[src/rtl/piso_serializer.sv]
// Purpose : parallel-in serial-out transmitter; shifts a SIZE-bit word out on SO, one bit per shift_en cycle.
// Latency : word accepted at edge N drives its first bit on SO from cycle N+1; SIZE enabled cycles per word.
// Backpr. : load_ready is high only in IDLE or in the last-bit cycle; shift_en low stalls SO, frame and the counter.
// Ports   : clk/rstn (async active-low) | data_in, load_valid, load_ready : word handshake
//           shift_en : bit-rate strobe | SO, frame, done : registered serial data, frame qualifier, end-of-word pulse
module piso_serializer #(
  parameter int SIZE      = 4,
  parameter int MSB_FIRST = 1
) (
  input  logic            clk,
  input  logic            rstn,
  input  logic [SIZE-1:0] data_in,
  input  logic            load_valid,
  output logic            load_ready,
  input  logic            shift_en,
  output logic            SO,
  output logic            frame,
  output logic            done
);

  localparam int CW = (SIZE > 1) ? $clog2(SIZE) : 1;
  localparam logic [CW-1:0] LAST_CNT = CW'(SIZE - 1);
  // Bit position that drives SO, and the one that reaches it after a shift.
  localparam int OUT_IDX = (MSB_FIRST != 0) ? SIZE - 1 : 0;
  localparam int NXT_IDX = (MSB_FIRST != 0) ? SIZE - 2 : 1;

  typedef enum logic {
    ST_IDLE  = 1'b0,
    ST_SHIFT = 1'b1
  } state_t;

  state_t          r_state;
  logic [SIZE-1:0] r_shreg;
  logic [CW-1:0]   r_cnt;
  logic            r_so;
  logic            r_frame;
  logic            r_done;

  logic            w_last;
  logic            w_load_ready;
  logic            w_accept;
  logic [SIZE-1:0] w_shifted;

  // The last enabled bit frees the shifter, so a new word can be taken in
  // that same cycle for zero-gap back-to-back frames.
  assign w_last       = (r_state == ST_SHIFT) && shift_en && (r_cnt == LAST_CNT);
  assign w_load_ready = (r_state == ST_IDLE) || w_last;
  assign w_accept     = load_valid && w_load_ready;
  assign w_shifted    = (MSB_FIRST != 0) ? (r_shreg << 1) : (r_shreg >> 1);

  always_ff @(posedge clk or negedge rstn) begin
    if (!rstn) begin
      r_state <= ST_IDLE;
      r_shreg <= '0;
      r_cnt   <= '0;
      r_so    <= 1'b0;
      r_frame <= 1'b0;
      r_done  <= 1'b0;
    end else begin
      r_done <= 1'b0;
      case (r_state)
        ST_IDLE: begin
          if (w_accept) begin
            r_shreg <= data_in;
            r_cnt   <= '0;
            r_so    <= data_in[OUT_IDX];
            r_frame <= 1'b1;
            r_state <= ST_SHIFT;
          end
        end
        ST_SHIFT: begin
          if (shift_en) begin
            if (w_last) begin
              r_done <= 1'b1;
              if (w_accept) begin
                r_shreg <= data_in;
                r_cnt   <= '0;
                r_so    <= data_in[OUT_IDX];
              end else begin
                r_shreg <= '0;
                r_cnt   <= '0;
                r_so    <= 1'b0;
                r_frame <= 1'b0;
                r_state <= ST_IDLE;
              end
            end else begin
              // SO is registered, so it takes the bit that becomes the
              // output end after this shift.
              r_shreg <= w_shifted;
              r_so    <= r_shreg[NXT_IDX];
              r_cnt   <= r_cnt + CW'(1);
            end
          end
        end
        default: r_state <= ST_IDLE;
      endcase
    end
  end

  assign load_ready = w_load_ready;
  assign SO         = r_so;
  assign frame      = r_frame;
  assign done       = r_done;

endmodule

[config.mk]
export PLATFORM = sky130hd
export DESIGN_NAME = piso_serializer
export DESIGN_NICKNAME = d
export VERILOG_FILES = /design/src/rtl/piso_serializer.sv
export SDC_FILE = /design/constraint.sdc
export NUM_CORES = 1
export LEC_CHECK = 0
export CAP_MARGIN = 0
export CORE_AREA = 5 5 42 44
export CTS_CLUSTER_SIZE = 10
export DETAILED_ROUTE_END_ITERATION = 7
export DIE_AREA = 0 0 47 49
export GPL_ROUTABILITY_DRIVEN = 1
export PLACE_DENSITY = 0.72
export SLEW_MARGIN = 10
export SYNTH_ARGS = -nofsm -noshare
export SYNTH_HDL_FRONTEND = slang
export SYNTH_SLANG_ARGS = --single-unit
[constraint.sdc]
create_clock -name clk -period 1.3 [get_ports clk]
set_input_delay 0.195 -clock clk [delete_from_list [all_inputs] [get_ports clk]]
set_output_delay 0.195 -clock clk [all_outputs]
set_load 0.01 [all_outputs]
==> flow_summary_export.csv <==
group,metric,value,unit
synth,synth_area_leaders,"dfrtp_1, mux2i_1, nand2b_1",
die,fp.dieH,49,microns
critical_path,cp_data_required_time,1.11,ns
critical_path,worst-path-stages,4,
sta,rsz0062_at_grt,"yes",
sta,slew_headroom,0.724,
status,status,"finished, violations left",
critical_path,reg2reg_depth,5,
placement,io_buffers,11,
finish,final_common_cell,"dfrtp_1",
critical_path,cp_slowest_cell,"dfrtp_1",
finish,n_antenna_cell,0,
critical_path,worst-path-buf-inv,1,
job,maxCapViolCount,0,
sta,setup_viol,1,
synth,synth_area,505,sq um
sta,max_freq,765,MHz
finish,stdcell_count,85,
clock_tree,cts-root-buf,"clkbuf_4",
critical_path,crit_path_end_kind,"output port",
global_route,grt_antenna_before_repair,0,
placement,placement.cell_area,643,sq um
critical_path,critical_path_class,"register to output port",
die,core_area,0.00140,sq mm
critical_path,path_cells,"ha_2, nand2_2, nand2_2, buf_6",
critical_path,critPathMaxStageDelay,0.38,ns
critical_path,path_common_cell,"nand2_2",
power,p_seq_frac,0.358,
finish,final_cell_mix,"dfrtp_1, clkdlybuf4s50_1, buf_4, mux2i_1, o21ai_0",
synth,syn_nets,60,
power,p_clk_frac,0.175,
clock_tree,clk_pin_slew,0.06,ns
clock_tree,clk_path_buf_depth,2,
power,p_per_area,1800,mW/mm^2
synth,synth_top_area_share,0.446,
synth,yosys.cell_types.count,17,
finish,drive_above_1_share,0.246,
clock_tree,cts_max_level,1,
detailed_routing,ant_nets,0,
die,die-area,0.00230,sq mm
clock_tree,ctsHoldBuffers,0,
finish,syn2layout_area_growth,38.6,%
detailed_routing,drc,0,
detailed_routing,vias_per_cell,5.09,
global_route,grt_usage,0.115,
global_route,grt_pass1_vias,410,
critical_path,worstPathMaxFanout,2,
power,p_switching,0.000446,W
sta,drv_slew,0,
power,comb_power_share,0.467,
placement,hpwlAfterDp,839,microns
detailed_routing,drtIter0Drc,8,
power,ir_drop,0.990,mV
clock_tree,clk_latency,0.26,ns
worst_hold_path,hp-class,"primary input to asynchronous set/reset pin",
sta,hold_viol,0,
synth,synthesis.instances,51,
global_route,grt_first_pass_wirelength,1.86,mm
die,start_util,0.361,
synth,ys_ff_latch,9,
detailed_routing,finalWirelength,1.22,mm
finish,fill_cells,140,
sta,min_period,1.31,ns
detailed_routing,first_pass_iters,4,
placement,dp_slack,-0.283,ns
status,violations,"setup timing",
synth,synth.yosys.seq_area_share,0.446,
synth,syn_avg_cell_area,9.91,sq um
sta,fin_ws,-0.00688,ns
placement,place.gp.congestion,0.674,
detailed_routing,vias,433,
power,swShare,0.353,
synth,yosysTopAreaCell,"dfrtp_1",
sta,tightest_slew,0.413,ns
die,fp.dieW,47,microns
power,power_leakage,0.328,nW
clock_tree,cts_sinks,9,
sta,tns,-0.00688,ns
detailed_routing,post_drt_wl_per_cell,14.4,microns
global_route,grt-ovfl-total,0,
global_route,grt_max_degree,12,
finish,final_area,701,sq um
placement,dp.cells,80,
clock_tree,cts_made_buffers,3,
critical_path,worst_setup_path_start_kind,"register",
power,intPower,0.000815,W
die,placementRows,14,
sta,post-route-period-util,1.01,
critical_path,arrival,1.11,ns
sta,fin_skew,0.00610,ns
critical_path,cp_top_family,"flip-flops",
die,io_pins,12,
synth,yosys_warnings,0,
clock_tree,cts_tree,"yes",
finish,fin_nets,79,
worst paths after layout:
kind                       slack, ns      from          to
max                           -0.007  r_cnt[1]  load_ready
min                             0.22      rstn  r_shreg[0]
max reg2reg                     0.06  r_cnt[1]  r_shreg[2]
min reg2reg                     0.54   r_state     r_state
max in group asynchronous       0.78      rstn        done
min in group clk                0.54   r_state     r_state
per-stage QoR:
step | total power, W | utilization | hold WS (ns)
global route | 0.00137 | 0.500 | 0.236
global placement | 0.000964 | 0.459 | 0.489
CTS | 0.00121 | 0.478 | 0.238
detailed placement | 0.000996 | 0.459 | 0.508
floorplan | 0.000764 | - | -0.101
finish | 0.00126 | 0.500 | 0.225
state kept, by name, indices dropped and copies added, names as in the netlist:
name and flops:
SO 1, r_state 1, r_cnt 2, r_shreg 3, frame 1, done 1
cell usage after synthesis (all sizes together):
master	n
nand2b	5
o211ai	1
mux2i	6
inv	2
buf	4
and3	3
nand2	3
nor2	2
nand4	1
a22o	1
o22ai	3
nand3	3
ha	1
o21ai	6
nand3b	1
dfrtp	9
kinds of logic (layout without fill, tap and decap cells):
family / Yosys count / in the layout / share of synthesized area
flip-flops: 9 / 9 / 0.446
buffers and inverters: 6 / 24 / 0.0891
AO/OA/AOI/OAI: 11 / 11 / 0.129
adder cells (fa/ha/maj): 1 / 1 / 0.0247
multiplexers: 6 / 6 / 0.119
AND/OR/NAND/NOR: 18 / 18 / 0.193
per-layer routing:
layer / up-vias / GRT usage / wire [microns]
li1: 220 / - / -
met1: 202 / 0.147 / 494
met2: 9 / 0.163 / 652
met3: 2 / 0.0332 / 59
met4: 0 / 0.0691 / 15
met5: - / 0 / 0
what timing repair did:
item / in CTS / in global routing
gates resized for setup: 9 / 5
endpoints found under the setup margin: 5 / 4
pin swaps: 0 / 2
cloned: 0 / 0
setup buffers: 0 / 1
cell type report:
class                      instances  area [sq um]  share of cell area
clock buffer                       4          26.3              0.0375
multi-input combinational         36           262               0.373
sequential                         9           225               0.321
tap                               16          20.0              0.0286
timing repair buffer              18           160               0.229
inverter                           2          7.51              0.0107
power groups by stage:
| stage | sequential [W] | combinational [W] | clock (W) |
|---|---|---|---|
| 4_1_cts | 0.000447 | 0.000532 | 0.000226 |
| 3_5_place_dp | 0.000450 | 0.000546 | 0 |
| 6_report | 0.000452 | 0.000589 | 0.000221 |
| 5_1_grt | 0.000462 | 0.000655 | 0.000251 |
| 3_3_place_gp | 0.000446 | 0.000518 | 0 |
| 2_1_floorplan | 0.000466 | 0.000298 | 0 |
No activity file was read; power rests on OpenSTA's default activity.
